File: src/rtl/key_debounce_io.sv
// key_debounce_io
//   Debounced push-button input. A raw, active-low key pin is brought into the
//   CLK domain by a two-flop synchronizer. A four-state FSM then accepts a
//   press or release only after the synchronized level has held steady for
//   T_DEBOUNCE cycles. The FSM states are IDLE, PRESS_DB, HELD and RELEASE_DB.
//
//   Optional feature: define KEY_LONG_PRESS_EN to build the hold counter and
//   the KEY_LONG strobe. Without it KEY_LONG is tied to 0.
//
//   Parameters
//     T_DEBOUNCE  debounce window in CLK cycles (2..2^23-1)
//     T_LONG      hold time for long-press detection in CLK cycles (2..2^26-1)
//   Ports
//     CLK          system clock; all logic on its rising edge
//     RST          asynchronous reset, active-high
//     KEY_IN       raw key pin, active-low, asynchronous to CLK
//     KEY_LEVEL    debounced level, 1 = pressed
//     KEY_PRESS    one-cycle strobe on an accepted press
//     KEY_RELEASE  one-cycle strobe on an accepted release
//     KEY_LONG     one-cycle strobe when the hold reaches T_LONG cycles
//     PRESS_CNT    count of accepted presses, wraps at 256
module key_debounce_io #(
  parameter logic [22:0] T_DEBOUNCE = 23'd1_000_000,
  parameter logic [25:0] T_LONG     = 26'd50_000_000
) (
  input  logic       CLK,
  input  logic       RST,
  input  logic       KEY_IN,
  output logic       KEY_LEVEL,
  output logic       KEY_PRESS,
  output logic       KEY_RELEASE,
  output logic       KEY_LONG,
  output logic [7:0] PRESS_CNT
);

  typedef enum logic [1:0] {
    S_IDLE,
    S_PRESS_DB,
    S_HELD,
    S_RELEASE_DB
  } state_t;

  state_t      r_state;
  state_t      w_next;
  logic [1:0]  r_sync;
  logic        w_key_s;
  logic [22:0] r_db_cnt;
  logic [22:0] w_db_cnt_nxt;
  logic        w_db_done;
  logic        w_press;
  logic        w_release;
  logic        r_level;
  logic        r_press;
  logic        r_release;
  logic [7:0]  r_press_cnt;

  // Both synchronizer flops reset to the released level, so a key held
  // through reset is seen as a fresh edge once reset drops.
  always_ff @(posedge CLK or posedge RST) begin
    if (RST) r_sync <= 2'b11;
    else     r_sync <= {r_sync[0], KEY_IN};
  end

  assign w_key_s   = ~r_sync[1];
  assign w_db_done = (r_db_cnt == T_DEBOUNCE - 23'd1);

  always_ff @(posedge CLK or posedge RST) begin
    if (RST) begin
      r_state  <= S_IDLE;
      r_db_cnt <= '0;
    end else begin
      r_state  <= w_next;
      r_db_cnt <= w_db_cnt_nxt;
    end
  end

  always_comb begin
    w_next       = r_state;
    w_db_cnt_nxt = r_db_cnt;
    w_press      = 1'b0;
    w_release    = 1'b0;
    case (r_state)
      S_IDLE: begin
        if (w_key_s) begin
          w_next       = S_PRESS_DB;
          w_db_cnt_nxt = '0;
        end
      end
      S_PRESS_DB: begin
        if (!w_key_s) begin
          w_next = S_IDLE;
        end else if (w_db_done) begin
          w_next  = S_HELD;
          w_press = 1'b1;
        end else begin
          w_db_cnt_nxt = r_db_cnt + 23'd1;
        end
      end
      S_HELD: begin
        if (!w_key_s) begin
          w_next       = S_RELEASE_DB;
          w_db_cnt_nxt = '0;
        end
      end
      S_RELEASE_DB: begin
        if (w_key_s) begin
          w_next = S_HELD;
        end else if (w_db_done) begin
          w_next    = S_IDLE;
          w_release = 1'b1;
        end else begin
          w_db_cnt_nxt = r_db_cnt + 23'd1;
        end
      end
      default: w_next = S_IDLE;
    endcase
  end

  // Outputs are registered from the next-state decode, so they line up with
  // the state they describe and have no combinational path from KEY_IN.
  always_ff @(posedge CLK or posedge RST) begin
    if (RST) begin
      r_level     <= 1'b0;
      r_press     <= 1'b0;
      r_release   <= 1'b0;
      r_press_cnt <= '0;
    end else begin
      r_level   <= (w_next == S_HELD) || (w_next == S_RELEASE_DB);
      r_press   <= w_press;
      r_release <= w_release;
      if (w_press) r_press_cnt <= r_press_cnt + 8'd1;
    end
  end

  assign KEY_LEVEL   = r_level;
  assign KEY_PRESS   = r_press;
  assign KEY_RELEASE = r_release;
  assign PRESS_CNT   = r_press_cnt;

`ifdef KEY_LONG_PRESS_EN
  logic [25:0] r_hold_cnt;
  logic        r_long;
  logic        w_holding;

  assign w_holding = (r_state == S_HELD) || (r_state == S_RELEASE_DB);

  // The hold counter parks at T_LONG after firing, which gives exactly one
  // strobe per hold. A release bounce back to HELD keeps the count. A pulse
  // that would land on the release edge is dropped, because entering IDLE
  // clears the counter.
  always_ff @(posedge CLK or posedge RST) begin
    if (RST) begin
      r_hold_cnt <= '0;
      r_long     <= 1'b0;
    end else if (w_press || (w_next == S_IDLE)) begin
      r_hold_cnt <= '0;
      r_long     <= 1'b0;
    end else if (w_holding) begin
      r_long <= (r_hold_cnt == T_LONG - 26'd1);
      if (r_hold_cnt != T_LONG) r_hold_cnt <= r_hold_cnt + 26'd1;
    end else begin
      r_long <= 1'b0;
    end
  end

  assign KEY_LONG = r_long;
`else
  logic w_unused_t_long;
  assign w_unused_t_long = ^T_LONG;
  assign KEY_LONG        = 1'b0;
`endif

endmodule

File: config.mk
export PLATFORM = sky130hd
export DESIGN_NAME = key_debounce_io
export DESIGN_NICKNAME = d
export VERILOG_FILES = /design/src/rtl/key_debounce_io.sv
export SDC_FILE = /design/constraint.sdc
export NUM_CORES = 1
export LEC_CHECK = 0
export ABC_AREA = 1
export BUFFER_PORTS_ARGS = -buffer_cell sky130_fd_sc_hd__buf_2
export CAP_MARGIN = 20
export CORE_MARGIN = 4
export CORE_UTILIZATION = 30
export CTS_BUF_LIST = sky130_fd_sc_hd__clkbuf_16
export DETAILED_ROUTE_END_ITERATION = 10
export PLACE_DENSITY = 0.57
export SLEW_MARGIN = 20
export SYNTH_ARGS = -nofsm -noshare
export SYNTH_HDL_FRONTEND = slang
export SYNTH_SLANG_ARGS = --single-unit
File: constraint.sdc
create_clock -name CLK -period 1.67 [get_ports CLK]
set_input_delay 0.2505 -clock CLK [delete_from_list [all_inputs] [get_ports CLK]]
set_output_delay 0.2505 -clock CLK [all_outputs]
set_load 0.05 [all_outputs]
# Word level (Yosys, flattened, before mapping)
# Index checks and enable logic that the tools add are counted.
# word_totals
word_cells	40
out_inout_bits	12
ram_bits	0
latchBits	0
regBits	38
memories	0
input_bits	3
mem_bits_ro	0
# op_classes
n_lt_le_gt_ge	0
n_mux	18
n_mul	0
add_sub_neg	2
reduce_logical	3
n_bitwise	0
div_mod_pow	0
eq_ne	10
n_shift	0
# op_table
operator	count
$mux 23	5
$pmux 23 s4	1
$add 23x1->23 const B	1
$eq 23x20->1 const B	1
$mux 2	6
$add 8x1->8 const B	1
$eq 2x2->1 const B	4
$ne 2x2->1 const B	4
$pmux 2 s4	1
$mux 1	5
$reduce_and 4->1	1
$eq 2x1->1 const B	1
$logic_not 2->1	1
$logic_or 1x1->1	1

# Logic depth before layout (Yosys ltp)
# depth
ltp_word	6
depth_mapped	10

# Least setup slack after synthesis
# Ideal clock, no wire load.
# synth_timing
kind	reg-to-reg
startpoint	register r_db_cnt[0]
endpoint	register r_db_cnt[17]
n_path_buf	1
required_time_ns	1.552
stages_incl_launch_ff	10
path_slack_ns	0.094
arrival_time_ns	1.458
period_less_slack_ns	1.576
cell_sequence	dfrtp_1 -> ha_1 -> nand3_4 -> nor2_2 -> nand3_4 -> nand2_4 -> inv_4 -> buf_6 -> nand4_1 -> nand2_1
# synth_via
elab_chain_cells	4
# synth_rtl
element	line_no	text
from (decl)	47	logic [22:0] r_db_cnt;
from (signal assigned)	73	r_db_cnt <= w_db_cnt_nxt;
$add 23x1->23 / $eq 23x20->1 (equally long branches)	96, 112, 65	
$mux 23 (*)	92, 108	
$mux 23 (on tied branches)	106, 90	
$pmux 23 s4 (*)	82	case (r_state)
# Mark *: on every way between the ends. The rest lies on a longest branch, timed or not. The select of a mux whose other input is x is not followed.
# A chain may end at the register's enable or synchronous reset.

# Worst setup path in the final report
# layout_timing
startpoint	register r_db_cnt[1]
endpoint	register r_press_cnt[0] (netlist: PRESS_CNT[0])
# layout_via
elab_chain_cells	4
# layout_rtl
element	line_no	text
$eq 23x20->1	65	assign w_db_done = (r_db_cnt == T_DEBOUNCE - 23'd1);
$mux 1	92	end else if (w_db_done) begin
$mux 1	90	if (!w_key_s) begin
$mux 1	82	
via w_press	50	logic w_press;
to (signal assigned)	131	if (w_press) r_press_cnt <= r_press_cnt + 8'd1;
to (decl)	55	logic [7:0] r_press_cnt;
# The timed path passes the listed nets, and every way through them passes these cells.

==> results.cfg <==
[timing]
clock_skew_ns = 0.00458
max_freq_mhz = 636
slew_viol_final = 0
setup_violations = 0
period_minus_slack_ns = 1.57
tns_ns = 0
hold_viol_final = 0
layout_setup_ws_ns = 0.0986
finalCritPeriodShare = 0.941

[min_path]
min_path_type = input pin to flip-flop

[clock_network]
cts_tree = yes
cts_sinks = 38
htree_num_levels = 2
cts_buffers = 5
postCtsHoldBufs = 0
cts_root_buf = clkbuf_16
clockBufferDepth = 2
clk_latency_ns = 0.28
clk_pin_slew_ns = 0.06

[cells_and_area]
fin_nets = 363
utilization = 0.379
layout_commonest_cell = nand2_1
diodes = 0
fin_area_mm2 = 0.00281
layout_common_cells = nand2_1 (118), nor2_1 (39), dfrtp_1 (32), nand3_1 (26), inv_1 (24)
area_delta_synth_final_pct = 20.2
drive_gt1_frac = 0.192

[detailed_routing]
drt-initial-drc-count = 139
drc = 0
met1_length_um = 2700
wl_met3_um = 141
topRoutingLayerUsed = met4
wl_um = 5630
wl_met2_um = 2700
dr.pass1.iters = 4
viasPerCell = 4.62
wl_per_cell_um = 12.3
antenna_left = 0
vias = 2116

[yosys]
syn-mean-instance-area_um2 = 7.10
ys_types = 29
synth-seq-area-share = 0.408
synth_nets = 334
yosys-top-cells-area = dfrtp_1 (39%), nand2_1 (19%), nor2_1 (7.1%), nand3_1 (5.6%), inv_1 (3.9%)
synth_top_area_frac = 0.386
synth_seq_cells = 38
syn_area_mm2 = 0.00233
ys_warn_count = 0
netlist_instances = 329
yosysTopAreaCell = dfrtp_1

[worst_setup_path]
cp-end-kind = flip-flop
slowest_stage = dfrtp_1
crit_fanout = 5
crit_type = flip-flop to flip-flop
worst_ep_arrival_time_ns = 1.79
cp_slowest_stage_delay_ns = 0.38
crit_chain = ha_2 > nand3_4 > nor2_2 > nand3_4 > buf_4 > nor3_2 > nand2_1 > nand2_1
critPathLaunchType = flip-flop
required_ns = 1.89

[global_routing]
grt_antenna_before_repair = 0
grt_max_degree = 39
grt_first_pass_wirelength_um = 9340
overflow = 0
grt_pass1_vias = 2009
grt_usage = 0.131

[place]
globalplace.congestion = 0.819
hpwlAfterDp_um = 4100
io_buffers = 13
pre_cts_ws_ns = 0.0352
postPlaceCellArea_mm2 = 0.00259

[die]
fp.dieW_um = 96.2
row_count = 31
fp.coreArea_mm2 = 0.00741
die_y_um = 96.2
io_pins = 15
design.die.area_mm2 = 0.00926
initial_core_util = 0.315

[power_and_ir_drop]
finalPower_mw = 2.13
p_leak_nw = 1.24
peakVddDrop_mv = 0.440
p_per_area_mw_per_mm2 = 758

[status]
outcome = complete, no violations

[flow_run]
drv_cap = 0
## area by class of cell
| type | instances | area (um^2) |
|---|---|---|
| fill | 769 | 4600 |
| multi-input combinational | 256 | 1240 |
| timing repair buffer | 29 | 210 |
| clock buffer | 5 | 125 |
| tap | 99 | 124 |
| inverter | 28 | 108 |
| clock inverter | 3 | 37.5 |
| sequential | 38 | 958 |
## worst max-delay path: cells and delay by family, from the launching register on
family | cells | cell delay [ns]
adders and majority gates | 1 | 0.26
buffers and inverters | 1 | 0.17
DFF | 1 | 0.38
and+or+nand+nor | 6 | 0.70
## metal layers
metal  vias to the layer above  global-route usage
met5                         -                   0
met4                         0              0.0450
met3                         7              0.0219
met2                        27               0.215
met1                       985               0.174
li1                       1097                   -
## stage by stage
stage	instances	hold slack, ns
after floorplan	329	0.255
after global placement	448	0.346
after detailed placement	448	0.347
after CTS	456	0.0688
after global routing	458	0.0663
final	458	0.0706
## cell usage after synthesis
library cell / n
or2_2: 4
nor2_2: 4
o21bai_1: 4
nand3_4: 2
xnor2_1: 7
a21oi_1: 3
buf_6: 4
conb_1: 1
xor2_1: 3
dfstp_2: 2
inv_2: 3
nor3_2: 1
o21ai_1: 8
nand3_1: 26
nor2_1: 44
buf_4: 1
nand3_2: 2
and2_1: 2
nand2_4: 1
inv_4: 1
ha_1: 2
nand2_2: 1
nand2_1: 119
inv_1: 24
o21ai_0: 10
nor3_1: 1
dfrtp_1: 36
nand4_1: 10
buf_2: 3
## flip-flops by register name, indices dropped and copies added (netlist names)
register / count
r_sync: 2
KEY_LEVEL: 1
PRESS_CNT: 8
KEY_RELEASE: 1
r_state: 2
r_db_cnt: 23
KEY_PRESS: 1
## power breakdown
group          internal (mW)  switching (mW)  leakage, nW
registers              0.935          0.0147        0.513
clock network          0.694           0.366       0.0826
logic                 0.0406          0.0785        0.643
total                   1.67           0.459         1.24
## timing repair
item | CTS | global route
gates resized for setup | 0 | 15
endpoints found under the setup margin | 0 | 25
buffers inserted | 0 | 1
## worst paths after layout
path	end	slack, ns	start	cells past startpoint
max in group asynchronous	r_db_cnt[11]$_DFFE_PP0P_	1.22	RST	3
min in group asynchronous	KEY_LEVEL$_DFF_PP0_	0.08	RST	3
worst min-delay path	r_sync[0]$_DFF_PP1_	0.07	KEY_IN	1
worst min register to register	r_sync[1]$_DFF_PP1_	0.35	r_sync[0]$_DFF_PP1_	0
worst max-delay path	PRESS_CNT[0]$_DFFE_PP0P_	0.1	r_db_cnt[1]$_DFFE_PP0P_	8
worst max register to register	PRESS_CNT[0]$_DFFE_PP0P_	0.1	r_db_cnt[1]$_DFFE_PP0P_	8
## logic make-up after synthesis
group	Yosys count	share of synthesized area
buffers and inverters	36	0.0750
and+or+nand+nor	217	0.409
xor gates and xnor gates	10	0.0375
AOI/OAI and AO/OA	25	0.0579
adders and majority gates	2	0.0107
other	1	0.00161
DFF	38	0.408
(Power assumes the default switching activity.)
